$ cat src/rtl/bus_arbiter_pkg.sv
// Shared encodings for the core memory-bus arbiter: FSM states, grant codes
// and the default transaction timeout.
package bus_arbiter_pkg;

    typedef enum logic {
        ARB_IDLE = 1'b0,
        ARB_BUSY = 1'b1
    } arb_state_t;

    localparam logic [1:0] GNT_JTAG = 2'd0;
    localparam logic [1:0] GNT_EX   = 2'd1;
    localparam logic [1:0] GNT_IF   = 2'd2;
    localparam logic [1:0] GNT_NONE = 2'd3;

    localparam int TIMEOUT_CYC_DEF = 16;

endpackage

$ cat src/rtl/arb_prio_enc.sv
// Fixed-priority encoder for the three bus masters: req[0] (JTAG) wins over
// req[1] (EX) which wins over req[2] (IF); GNT_NONE when nobody requests.
module arb_prio_enc
    import bus_arbiter_pkg::*;
(
    input  logic [2:0] req,
    output logic [1:0] gnt
);

    always_comb begin
        gnt = GNT_NONE;
        if (req[0]) begin
            gnt = GNT_JTAG;
        end else if (req[1]) begin
            gnt = GNT_EX;
        end else if (req[2]) begin
            gnt = GNT_IF;
        end
    end

endmodule

$ cat src/rtl/bus_arbiter.sv
// Non-preemptive fixed-priority arbiter sharing one slave bus between JTAG,
// EX load/store and instruction fetch, with a per-transaction timeout.
module bus_arbiter
    import bus_arbiter_pkg::*;
#(
    parameter int ADDR_W      = 32,
    parameter int DATA_W      = 32,
    parameter int TIMEOUT_CYC = TIMEOUT_CYC_DEF
) (
    input  logic              clk,
    input  logic              rst,

    input  logic              m0_req,
    input  logic              m0_we,
    input  logic [ADDR_W-1:0] m0_addr,
    input  logic [DATA_W-1:0] m0_wdata,
    output logic              m0_ack,
    output logic [DATA_W-1:0] m0_rdata,
    output logic              m0_err,

    input  logic              m1_req,
    input  logic              m1_we,
    input  logic [ADDR_W-1:0] m1_addr,
    input  logic [DATA_W-1:0] m1_wdata,
    output logic              m1_ack,
    output logic [DATA_W-1:0] m1_rdata,
    output logic              m1_err,

    input  logic              m2_req,
    input  logic              m2_we,
    input  logic [ADDR_W-1:0] m2_addr,
    input  logic [DATA_W-1:0] m2_wdata,
    output logic              m2_ack,
    output logic [DATA_W-1:0] m2_rdata,
    output logic              m2_err,

    output logic              s_req,
    output logic              s_we,
    output logic [ADDR_W-1:0] s_addr,
    output logic [DATA_W-1:0] s_wdata,
    input  logic              s_ack,
    input  logic [DATA_W-1:0] s_rdata,

    output logic [1:0]        grant,
    output logic              fetch_hold
);

    localparam int              CNT_W    = $clog2(TIMEOUT_CYC);
    localparam logic [CNT_W-1:0] CNT_LAST = CNT_W'(TIMEOUT_CYC - 1);

    arb_state_t       state, state_nxt;
    logic [1:0]       grant_q, grant_nxt;
    logic [CNT_W-1:0] cnt_q, cnt_nxt;

    logic [2:0]        req_vec;
    logic [1:0]        pe_gnt;
    logic              sel_req;
    logic              sel_we;
    logic [ADDR_W-1:0] sel_addr;
    logic [DATA_W-1:0] sel_wdata;
    logic              timeout;
    logic              done;
    logic              done_err;
    logic [DATA_W-1:0] done_rdata;

    assign req_vec = {m2_req, m1_req, m0_req};
    assign timeout = (cnt_q == CNT_LAST);

    arb_prio_enc u_prio (
        .req (req_vec),
        .gnt (pe_gnt)
    );

    // Request/data view of whichever master currently owns the bus.
    always_comb begin
        sel_req   = 1'b0;
        sel_we    = 1'b0;
        sel_addr  = '0;
        sel_wdata = '0;
        case (grant_q)
            GNT_JTAG: begin
                sel_req   = m0_req;
                sel_we    = m0_we;
                sel_addr  = m0_addr;
                sel_wdata = m0_wdata;
            end
            GNT_EX: begin
                sel_req   = m1_req;
                sel_we    = m1_we;
                sel_addr  = m1_addr;
                sel_wdata = m1_wdata;
            end
            GNT_IF: begin
                sel_req   = m2_req;
                sel_we    = m2_we;
                sel_addr  = m2_addr;
                sel_wdata = m2_wdata;
            end
            default: ;
        endcase
    end

    always_ff @(posedge clk) begin
        if (rst) begin
            state   <= ARB_IDLE;
            grant_q <= GNT_NONE;
            cnt_q   <= '0;
        end else begin
            state   <= state_nxt;
            grant_q <= grant_nxt;
            cnt_q   <= cnt_nxt;
        end
    end

    always_comb begin
        state_nxt = state;
        grant_nxt = grant_q;
        cnt_nxt   = cnt_q;
        case (state)
            ARB_IDLE: begin
                if (|req_vec) begin
                    grant_nxt = pe_gnt;
                    cnt_nxt   = '0;
                    state_nxt = ARB_BUSY;
                end
            end
            ARB_BUSY: begin
                // A dropped request abandons the access without completion.
                if (!sel_req || s_ack || timeout) begin
                    state_nxt = ARB_IDLE;
                end else if (cnt_q != CNT_LAST) begin
                    cnt_nxt = cnt_q + CNT_W'(1);
                end
            end
            default: state_nxt = ARB_IDLE;
        endcase
    end

    always_comb begin
        grant      = GNT_NONE;
        s_req      = 1'b0;
        s_we       = 1'b0;
        s_addr     = '0;
        s_wdata    = '0;
        done       = 1'b0;
        done_err   = 1'b0;
        done_rdata = '0;
        if (state == ARB_BUSY) begin
            grant   = grant_q;
            s_req   = sel_req;
            s_we    = sel_we;
            s_addr  = sel_addr;
            s_wdata = sel_wdata;
            // Slave ack beats a coincident timeout; reset aborts silently.
            if (sel_req && !rst) begin
                if (s_ack) begin
                    done       = 1'b1;
                    done_rdata = s_rdata;
                end else if (timeout) begin
                    done     = 1'b1;
                    done_err = 1'b1;
                end
            end
        end
    end

    always_comb begin
        m0_ack   = done && (grant_q == GNT_JTAG);
        m1_ack   = done && (grant_q == GNT_EX);
        m2_ack   = done && (grant_q == GNT_IF);
        m0_err   = m0_ack && done_err;
        m1_err   = m1_ack && done_err;
        m2_err   = m2_ack && done_err;
        m0_rdata = m0_ack ? done_rdata : '0;
        m1_rdata = m1_ack ? done_rdata : '0;
        m2_rdata = m2_ack ? done_rdata : '0;
    end

    assign fetch_hold = m2_req & ~m2_ack;

endmodule

$ cat config.mk
export PLATFORM = sky130hd
export DESIGN_NAME = bus_arbiter
export DESIGN_NICKNAME = d
export VERILOG_FILES = /design/src/rtl/bus_arbiter_pkg.sv /design/src/rtl/arb_prio_enc.sv /design/src/rtl/bus_arbiter.sv
export SDC_FILE = /design/constraint.sdc
export NUM_CORES = 1
export LEC_CHECK = 0
export ABC_AREA = 1
export BUFFER_PORTS_ARGS = -buffer_cell sky130_fd_sc_hd__buf_4
export CAP_MARGIN = 10
export CORE_AREA = 2 2 157 159
export CTS_BUF_LIST = sky130_fd_sc_hd__clkbuf_8
export DETAILED_ROUTE_END_ITERATION = 10
export DIE_AREA = 0 0 159 161
export SLEW_MARGIN = 25
export SYNTH_ARGS = -nofsm -noshare
export SYNTH_HDL_FRONTEND = slang
export SYNTH_SLANG_ARGS = --single-unit
$ cat constraint.sdc
create_clock -name clk -period 1.4 [get_ports clk]
set_input_delay 0 -clock clk [delete_from_list [all_inputs] [get_ports clk]]
set_output_delay 0 -clock clk [all_outputs]
set_load 0.1 [all_outputs]
; Word-level counts from Yosys, hierarchy flattened
; Index checks and enable logic that the tools add are counted.
[op_classes]
add_sub_neg = 1
multipliers = 0
div = 0
n_lt_le_gt_ge = 0
n_eq_ne = 7
shifts = 0
n_mux = 32
bitwise = 3
reduce_logical = 15
[op_table]
columns = operator, count
row1 = $mux W32, 8
row2 = $pmux W32 S3, 2
row3 = $mux W1, 12
row4 = $mux W4, 3
row5 = $pmux W4 S2, 1
row6 = $logic_and A1 B1 Y1, 7
row7 = $mux W2, 3
row8 = $pmux W1 S3, 2
row9 = $add A4 B1 Y4 const B, 1
row10 = $eq A4 B4 Y1 const B, 1
row11 = $ne A2 B2 Y1 const B, 2
row12 = $ne A4 B4 Y1 const B, 1
row13 = $reduce_and A3 Y1, 1
row14 = $reduce_or A3 Y1, 1
row15 = $eq A2 B1 Y1 const B, 1
row16 = $eq A2 B2 Y1 const B, 1
row17 = $logic_not A1 Y1, 2
row18 = $logic_not A2 Y1, 1
row19 = $logic_or A1 B1 Y1, 2
row20 = $ne A2 B1 Y1 const B, 1
row21 = $not A1 Y1, 2
row22 = $pmux W1 S2, 1
row23 = $reduce_and A2 Y1, 1
row24 = $and A1 B1 Y1, 1
[word_totals]
register_bits = 7
latch_bits = 0
mem_bits_rw = 0
romBits = 0
in_bits = 233
out_inout_bits = 171
elab_cells = 61
mem_count = 0

; Longest topological paths before layout
; Gate-level depths: netlist (run 1).
[depth]
depth_word = 8
mapped_depth = 9
mapped_depth_nobuf = 8

; By module
; From an unflattened synthesis (run 1), not the netlist that was laid out.
[unflattened]
hier_cells = 648
area_unflattened_um2 = 2951.6
[modules_own_cells]
columns = mod, n_inst, cells_per_inst, area_each_um2, seq_area_each_um2
row1 = bus_arbiter, 1, 645, 2935.3, 140.1
row2 = arb_prio_enc, 1, 3, 16.3, 0.0

; Worst setup path before layout (run 1)
; Ideal clock, no wire load.
[synth_path]
kind = register -> output
from = register cnt_q[0]
to = output fetch_hold
arrival_ps = 2781
t_required_ps = 1400
path_slack_ps = -1381
path_stages_with_launch = 7
n_path_buf = 0
cell_sequence = dfxtp_1 -> ha_1 -> nand4_1 -> nand2_2 -> nand4_4 -> inv_1 -> nor2_1
[synth_via]
elab_chain_len = 8
[synth_lines]
columns = item, line_no
row1 = "start, declared", bus_arbiter.sv:53  ; logic [CNT_W-1:0] cnt_q, cnt_nxt;
row2 = "start signal, assigned", bus_arbiter.sv:111  ; cnt_q <= cnt_nxt;
row3 = $eq A4 B4 Y1, bus_arbiter.sv:67  ; assign timeout = (cnt_q == CNT_LAST);
row4 = $mux W1, bus_arbiter.sv:159  ; end else if (timeout) begin
row5 = $mux W1, bus_arbiter.sv:156  ; if (s_ack) begin
row6 = $mux W1, bus_arbiter.sv:155  ; if (sel_req && !rst) begin
row7 = $mux W1, bus_arbiter.sv:148  ; if (state == ARB_BUSY) begin
row8 = $logic_and A1 B1 Y1, bus_arbiter.sv:170  ; m2_ack = done && (grant_q == GNT_IF);
row9 = named net m2_ack, bus_arbiter.sv:33  ; output logic m2_ack,
row10 = $not A1 Y1, bus_arbiter.sv:179  ; assign fetch_hold = m2_req & ~m2_ack;
row11 = $and A1 B1 Y1, bus_arbiter.sv:179
row12 = "end, declared", bus_arbiter.sv:45  ; output logic fetch_hold
; The timed path passes the listed nets, and every way through them passes these cells.

; Final worst setup path (run 1)
[layout_path]
from = register cnt_q[0]
to = output m2_rdata[0]
[layout_via]
elab_chain_len = 7
[layout_lines]
columns = item, line_no
row1 = $eq A4 B4 Y1, bus_arbiter.sv:67
row2 = $mux W1, bus_arbiter.sv:159
row3 = $mux W1, bus_arbiter.sv:156
row4 = $mux W1, bus_arbiter.sv:155
row5 = $mux W1, bus_arbiter.sv:148
row6 = $logic_and A1 B1 Y1, bus_arbiter.sv:170
row7 = $mux W32, bus_arbiter.sv:176  ; m2_rdata = m2_ack ? done_rdata : '0;
row8 = "end, declared", bus_arbiter.sv:34  ; output logic [DATA_W-1:0] m2_rdata,
; No other way between the ends.

==> impl_metrics.toml, run 1 <==
[synthesis]
synth.avg_cell_area_um2 = 4.54
ys_seq_area_share_pct = 4.79
synth_cell_type_count = 24
syn_area_um2 = 2920
postSynthRegisterBits = 7
netlist_instances = 644
ys_warn_count = 0
synth_nets = 878

[run_status]
failed_checks = "negative setup slack"
status = "complete, but fails checks"

[floorplanning]
core-area_um2 = 24000
die_h_um = 161
num_io_pins = 404
start_util_pct = 12.2
rows = 57
fp.dieW_um = 159
die-area_um2 = 25600

[cts]
cts_sinks = 7
cts-htree-levels = 1
cts_tree = "done"
clk_pin_slew_ns = 0.04
worstSkewPairLatency_ns = 0.23
cts-root-buf = "clkbuf_8"
numCtsBuffers = 3
clk_path_buf_depth = 2

[critical_path]
crit_arrival_ns = 1.92
path_cells = "ha_4 -> nand4_1 -> nand2_2 -> nand4_4 -> buf_12 -> clkbuf_16 -> nor2_4 -> buf_12"
path_delay_family = "simple AND/OR/NAND/NOR gates"
startpoint_type = "register"
cp.buffers_inverters = 3
path_class = "register to output port"
crit_top_cell = "buf_12"
end_kind = "output port"
cp_slowest_cell = "dfxtp_2"
max_stage_delay_ns = 0.35
ff2ff_setup_slack_ns = 0.07
worst_ep_required_time_ns = 1.40
crit_fanout = 5

[run]
cap_violations = 0

[cells_and_area]
multiInputGateArea_um2 = 4380
layout_commonest_cell = "buf_4"
sequential_cell_area_um2 = 151
drive_gt1_share_pct = 86.8
nNetsFinal = 1367
fill_cells = 1975
synthToLayoutAreaGrowth_pct = 335
most-common-layout-cells = "buf_4, buf_12, nand2_4, nand2_1, nor2_4"

[sta]
setup_slack_ns = -0.515
hold_violations = 0
rsz0062_at_grt = "yes"
fin_skew_ns = 0.00223
maxClockFrequency_ghz = 0.522
maxSlewViolCount = 0
hold_slack_ns = 0.0440
fin_crit_ns = 1.92
setup_violations = 169
relSlewSlack_pct = 77.3
period_share_pct = 137
tightest_slew_ns = 0.340

[pwr]
p_seq_share_pct = 4.8
clkPwrFrac_pct = 5.7
leakage_nw = 5.75
peakVddDrop_v = 0.000272
p_switching_mw = 2.64
powerDensity_nw_per_um2 = 395
combPwrFrac_pct = 89.5
swShare_pct = 52.6
p_int_mw = 2.37

[grt]
antenna_found_initial = 2
use_met2_pct = 38.5
grt_pass1_vias = 6786
grt-busiest-layer = "met2"
grt_start_max_net_pins = 35
met3_usage_pct = 5.19
grt_use_total_pct = 20.4
met1_usage_pct = 21.6
gr-total-overflow = 0
grt_pass1_wl_um = 40500

[placed_design]
io_buffers = 403
dp_hpwl_um = 16300
dp_slack_ns = -0.422
globalplace.congestion = 0.797

[detailed_routing]
routed_wl_um = 28400
dr.pass1.iters = 4
first_iter_violations = 240
vias = 6203
viasPerCell = 4.26
wl_per_cell_um = 19.5
ant_nets = 0
drcViolationCount = 0

[min_path]
hold_path_class = "primary input to register"
## sequential cells by signal, indices dropped and copies added, names as in the netlist
name / count
cnt_q: 4
grant_q: 2
state: 1
## metal layers
| metal | share of wire, % | vias up |
|---|---|---|
| li1 | - | 2916 |
| met1 | 35 | 2882 |
| met2 | 53 | 344 |
| met3 | 7.4 | 59 |
| met4 | 4.1 | 2 |
| met5 | 0.046 | - |
## layout make-up
cell class	count	share of cell area, %
antenna	1	0.0197
clock buffer	3	0.325
clock inverter	1	0.0295
inverter	80	4.66
multi-input combinational	516	34.4
sequential	7	1.19
tap	324	3.19
timing repair buffer	525	56.2
## cell usage after synthesis, drive strengths merged
library cell / instances / area [um2]
nor2: 107 / 412
nand2: 315 / 1190
clkbuf: 8 / 30.0
o21ai: 3 / 15.0
clkinv: 1 / 3.75
or2: 1 / 6.26
inv: 79 / 297
buf: 33 / 297
a21oi: 5 / 25.0
dfxtp: 7 / 140
ha: 1 / 12.5
nand3: 76 / 403
o21bai: 1 / 7.51
nand4: 7 / 88.8
## worst reg2reg max path: stages, from the launching register on
cell	delay [ns]
dfxtp_2	0.33
ha_4	0.16
nand4_1	0.12
buf_4	0.13
buf_4	0.10
nand2_1	0.05
nor2_1	0.14
nand3_1	0.09
nand2_1	0.07
nor2_1	0.04
## through the flow
| stage | utilization [%] | std cells | cell area [um2] | TNS, ns | total power [mW] |
|---|---|---|---|---|---|
| 6_report | 53.0 | 1457 | 12700 | -65.20 | 5.01 |
| 5_1_grt | 53.0 | 1457 | 12700 | -76.13 | 5.22 |
| 4_1_cts | 50.8 | 1447 | 12200 | -59.75 | 4.83 |
| 3_5_place_dp | 31.4 | 1371 | 7520 | -22.43 | 2.96 |
| 3_3_place_gp | 31.4 | 1371 | 7520 | -18.88 | 2.95 |
| 2_1_floorplan | - | 644 | 3990 | -35.15 | 1.98 |
## worst paths after layout
path,from,end,cells past startpoint
worst max-delay path,cnt_q[0],m2_rdata[0],8
worst min-delay path,m1_req,grant_q[0],3
worst max register to register,cnt_q[0],cnt_q[2],9
worst min register to register,cnt_q[0],cnt_q[0],2
## repair_timing
action                     in CTS  in global routing
resized for setup             856                136
buffers inserted               41                 17
setup endpoints to repair     169                173
hold endpoints to repair        3                  0
hold buffers                    3                  0
pin swaps                      28                 60
gates cloned                   28                  4
## cells by family (layout without fill, tap and decap cells)
kind of cell    Yosys count  count (layout)  share of synthesized area (%)
flops                     7               7                           4.79
compound gates            9               9                           1.63
buf+inv                 121             609                           21.4
simple gates            506             506                           71.7
fa+ha+maj                 1               1                          0.428
other cells               0               1                              0
## power groups by stage
stage / registers, mW / logic, mW / clock network [mW]
2_1_floorplan: 0.241 / 1.74 / 0
3_3_place_gp: 0.240 / 2.71 / 0
3_5_place_dp: 0.241 / 2.72 / 0
4_1_cts: 0.238 / 4.30 / 0.289
5_1_grt: 0.242 / 4.67 / 0.302
6_report: 0.241 / 4.49 / 0.286
No activity file was read; power rests on OpenSTA's default activity.
==> run 2, diff against run 1 <==
--- a/config.mk
+++ b/config.mk
@@ -13,4 +13,5 @@
 export DETAILED_ROUTE_END_ITERATION = 10
 export DIE_AREA = 0 0 159 161
+export REMOVE_ABC_BUFFERS = 1
 export SLEW_MARGIN = 25
 export SYNTH_ARGS = -nofsm -noshare
==> constraint.sdc (replaced) <==
create_clock -name clk -period 1.4 [get_ports clk]
set_input_delay 0 -clock clk [delete_from_list [all_inputs] [get_ports clk]]
set_output_delay 0 -clock clk [all_outputs]
set_load 0.01 [all_outputs]
==> impl_metrics.toml, run 2 (same netlist as run 1, synthesis figures left out) <==
[cts]
clk_path_buf_depth = 2
clk_pin_slew_ns = 0.05
cts-root-buf = "clkbuf_8"
cts_tree = "done"
worstSkewPairLatency_ns = 0.23
cts-htree-levels = 1
cts_sinks = 7
numCtsBuffers = 3

[sta]
setup_violations = 170
setup_slack_ns = -0.349
hold_violations = 0
maxSlewViolCount = 0
period_share_pct = 125
fin_crit_ns = 1.75
rsz0062_at_grt = "yes"
relSlewSlack_pct = 73.8
maxClockFrequency_ghz = 0.572
fin_skew_ns = 0.00362
tightest_slew_ns = 0.392

[floorplanning]
die_h_um = 161
core-area_um2 = 24000
num_io_pins = 404
die-area_um2 = 25600
rows = 57
start_util_pct = 12.2
fp.dieW_um = 159

[placed_design]
io_buffers = 403
globalplace.congestion = 0.861
dp_hpwl_um = 16400
placedCellCount = 1352

[cells_and_area]
drive_gt1_share_pct = 74.4
layout_commonest_cell = "buf_4"
fin_cells = 1419
antenna-diode-count = 0
top_regs = "cnt_q (4), grant_q (2), state (1)"
largest_register_ffs = 4
synthToLayoutAreaGrowth_pct = 218
nNetsFinal = 1330
postLayoutCoreUtil_pct = 38.8
most-common-layout-cells = "buf_4, nand2_1, nand2_4, buf_6, nand3_2"
regMostFlops = "cnt_q"

[grt]
grt_use_total_pct = 17.7
grt_start_max_net_pins = 52
gr-total-overflow = 0
grt_pass1_vias = 6028
antenna_found_initial = 0
met1_usage_pct = 18.5
grt-busiest-layer = "met2"
met3_usage_pct = 3.83
grt_pass1_wl_um = 35100
use_met2_pct = 34.4

[critical_path]
worst_ep_required_time_ns = 1.40
rr_endpoint = "cnt_q[3]"
crit_fanout = 9
ff2ff_setup_slack_ns = -0.12
r2r-start = "cnt_q[1]"
path_class = "register to output port"
worst_r2r_path_depth = 10
crit_arrival_ns = 1.75
end_kind = "output port"
startpoint_type = "register"

[detailed_routing]
first_iter_violations = 249
viasPerCell = 4.27
dr.pass1.iters = 4
ant_nets = 0
wl_per_cell_um = 18.5
routed_wl_um = 26200
drcViolationCount = 0
vias = 6063

[run_status]
failed_checks = "negative setup slack"
status = "complete, but fails checks"

[pwr]
powerDensity_nw_per_um2 = 363
peakVddDrop_v = 0.000252
leakage_nw = 5.46

[run]
cap_violations = 0

[min_path]
hold_path_class = "primary input to register"
hold_path_startpoint = "m1_req"
hold_depth = 3
whs_endpoint = "grant_q[0]"
==> run 2: cell count changes in the layout (fill, tap and decap cells not counted), sizes merged <==
| cell | delta |
|---|---|
| bufbuf | -1 |
| inv | +68 |
| diode | -1 |
| buf | -39 |
| clkinv | +1 |
| clkbuf | +3 |
| clkinvlp | -69 |
==> run 2: repair_timing <==
item / CTS / global route
pin swaps: 66 / 63
buffers inserted: 32 / 14
endpoints found under the hold margin: 3 / 0
cloned: 22 / 9
hold buffers: 3 / 0
endpoints found under the setup margin: 169 / 174
gates resized for setup: 285 / 300
==> run 2: report_power, final <==
part / internal (mW) / total (mW) / switching [mW]
Clock: 0.191 / 0.291 / 0.100
Sequential: 0.217 / 0.244 / 0.0266
Combinational: 1.47 / 2.85 / 1.37
Total: 1.88 / 3.38 / 1.50
==> run 2: critical path, cell delays in order (launching register included) <==
cell and delay [ns]:
dfxtp_2 0.35, ha_4 0.14, nand4_1 0.16, nand2_4 0.18, nand4_4 0.20, clkbuf_16 0.26, nor2_1 0.10, buf_4 0.13
==> run 2: area by class of cell <==
class,count,area (um2)
tap,324,405
inverter,80,333
sequential,7,151
multi-input combinational,516,3610
clock inverter,1,3.75
clock buffer,3,41.3
fill,2438,14700
timing repair buffer,488,4760
==> run 2: worst max path at each step <==
stage,startpoint,to,slack [ns]
CTS,grant_q[0],s_wdata[3],-0.26
global placement,grant_q[0],s_wdata[31],-0.03
floorplan,state,fetch_hold,-1.18
detailed placement,grant_q[0],s_addr[31],-0.03
finish,cnt_q[0],m1_rdata[15],-0.35
global route,cnt_q[1],m0_rdata[22],-0.43
==> run 2: routing by layer <==
| layer | vias up | part of all wire [%] |
|---|---|---|
| met5 | - | 0 |
| met1 | 2777 | 33 |
| li1 | 2844 | - |
| met4 | 0 | 4.2 |
| met3 | 60 | 8.1 |
| met2 | 382 | 54 |
==> run 2: stage by stage <==
step           hold WS (ns)  TNS (ns)  cell area (um2)  total power, mW  worst slack, ns
3_5_place_dp          0.196    -0.284             6320             1.90          -0.0254
6_report             0.0570    -40.18             9300             3.38           -0.349
2_1_floorplan        0.0691   -155.57             2600            0.867            -1.18
3_3_place_gp          0.198    -0.121             6320             1.89          -0.0273
5_1_grt              0.0722    -52.97             9300             3.58           -0.432
4_1_cts              0.0498    -31.92             8420             3.16           -0.261
==> run 3, diff against run 2 <==
Clock period 1.4 ns to 1.8 ns, I/O delays scaled along.
==> impl_metrics.toml, run 3 (same netlist as run 1, synthesis figures left out) <==
[sta]
setup_violations = 0
rsz0062_at_grt = "yes"
hold_violations = 0
tightest_slew_ns = 0.356
fin_crit_ns = 1.77
maxClockFrequency_ghz = 0.564
relSlewSlack_pct = 76.1
hold_slack_ns = 0.0303
setup_slack_ns = 0.0284
fin_skew_ns = 0.00366
period_share_pct = 98.4
maxSlewViolCount = 0

[critical_path]
path_class = "register to output port"
end_kind = "output port"
worst_r2r_path_depth = 9
worst_ep_required_time_ns = 1.80
crit_fanout = 16
crit_arrival_ns = 1.77
startpoint_type = "register"

[run_status]
status = "complete, no violations"

[placed_design]
placedCellCount = 1342
dp_slack_ns = 0.191
io_buffers = 403
dp_hpwl_um = 16100
place_area_um2 = 6190
globalplace.congestion = 0.913

[cts]
clk_pin_slew_ns = 0.04
cts-htree-levels = 1
cts-root-buf = "clkbuf_8"
cts_sinks = 7
clk_path_buf_depth = 2
worstSkewPairLatency_ns = 0.23
cts_tree = "done"
numCtsBuffers = 3

[run]
cap_violations = 0

[grt]
grt_pass1_wl_um = 28500
gr-total-overflow = 0
grt_start_max_net_pins = 49
antenna_found_initial = 2
grt_pass1_vias = 5407
grt_use_total_pct = 13.8

[pwr]
leakage_nw = 3.82
p_int_mw = 0.958
combPwrFrac_pct = 75.4
p_switching_mw = 0.725
powerDensity_nw_per_um2 = 260
clkPwrFrac_pct = 13.1
swShare_pct = 43.1
peakVddDrop_v = 0.000157
p_seq_share_pct = 11.4

[detailed_routing]
drcViolationCount = 0
vias = 5515
ant_nets = 0
dr.pass1.iters = 5
routed_wl_um = 19700
first_iter_violations = 314
viasPerCell = 4.07
wl_per_cell_um = 14.5

[floorplanning]
core-area_um2 = 24000
start_util_pct = 12.2
die-area_um2 = 25600
rows = 57
fp.dieW_um = 159
num_io_pins = 404
die_h_um = 161

[cells_and_area]
finalInstanceArea_um2 = 6460
largest_register_ffs = 4
fin_cells = 1356
drive_gt1_share_pct = 44.1
synthToLayoutAreaGrowth_pct = 121
most-common-layout-cells = "buf_4, nand2_1, nor2_1, inv_1, nand3_1"
nNetsFinal = 1265
regMostFlops = "cnt_q"
top_regs = "cnt_q (4), grant_q (2), state (1)"
layout_commonest_cell = "buf_4"

[min_path]
hold_depth = 2
hold_path_class = "primary input to register"
## run 3: changes by cell type in the layout (fill, tap and decap cells not counted), moves of 23 or more
| cell | change |
|---|---|
| nand2_4 | -92 |
| nor2_1 | +47 |
| buf_12 | -23 |
| buf_6 | -87 |
| nand2_1 | +148 |
| nand3_2 | -64 |
| buf_4 | +64 |
| nor2_2 | -30 |
| inv_2 | -30 |
| nand2_2 | -56 |
| inv_1 | +35 |
| nand3_1 | +68 |
## run 3: repair_timing
item,4_1_cts,5_1_grt
pin swaps,1,4
hold buffers,1,0
hold endpoints to repair,2,0
gates cloned,0,3
endpoints found under the setup margin,66,106
gates resized for setup,5,27
setup buffers,0,4
## run 3: path summary, 6_finish.rpt
| path | slack [ns] | to | startpoint |
|---|---|---|---|
| worst min register to register | 0.55 | cnt_q[2] | cnt_q[2] |
| worst max-delay path | 0.03 | m2_rdata[8] | cnt_q[0] |
| worst min-delay path | 0.03 | grant_q[0] | m0_req |
| worst max register to register | 0.52 | cnt_q[2] | cnt_q[0] |
## run 3: cell type report
class,instances,area [um2]
tap,324,405
inverter,80,303
clock buffer,3,41.3
multi-input combinational,516,2200
timing repair buffer,423,3350
antenna,2,5.00
clock inverter,1,3.75
fill,2748,17500
sequential,7,154
## run 3: power groups by stage
stage	logic (mW)	registers (mW)	clock network, mW
6_report	1.27	0.192	0.221
5_1_grt	1.40	0.193	0.243
4_1_cts	1.26	0.193	0.229
3_5_place_dp	1.25	0.196	0
3_3_place_gp	1.25	0.195	0
2_1_floorplan	0.464	0.211	0
## run 3: worst max-delay path, stage by stage, from the launching register on
cell and delay (ns):
dfxtp_4 0.36, ha_4 0.12, nand4_1 0.17, nand2_4 0.17, nand4_4 0.20, clkbuf_16 0.25
nor2_1 0.12, buf_4 0.14
## run 3: metrics by stage
step	util (%)	total power, mW	setup TNS, ns
after global routing	27.0	1.84	-0.617
after global placement	25.9	1.44	0
after detailed placement	25.9	1.45	0
final	27.0	1.68	0
after floorplan	-	0.674	-84.56
after CTS	26.2	1.68	0
## run 3: routing by layer
metal	track usage [%]	up-vias	wire length, um
li1	-	2689	-
met1	14.7	2454	7460
met2	27.5	337	10200
met3	2.90	35	1570
met4	3.43	0	518
met5	0	-	0
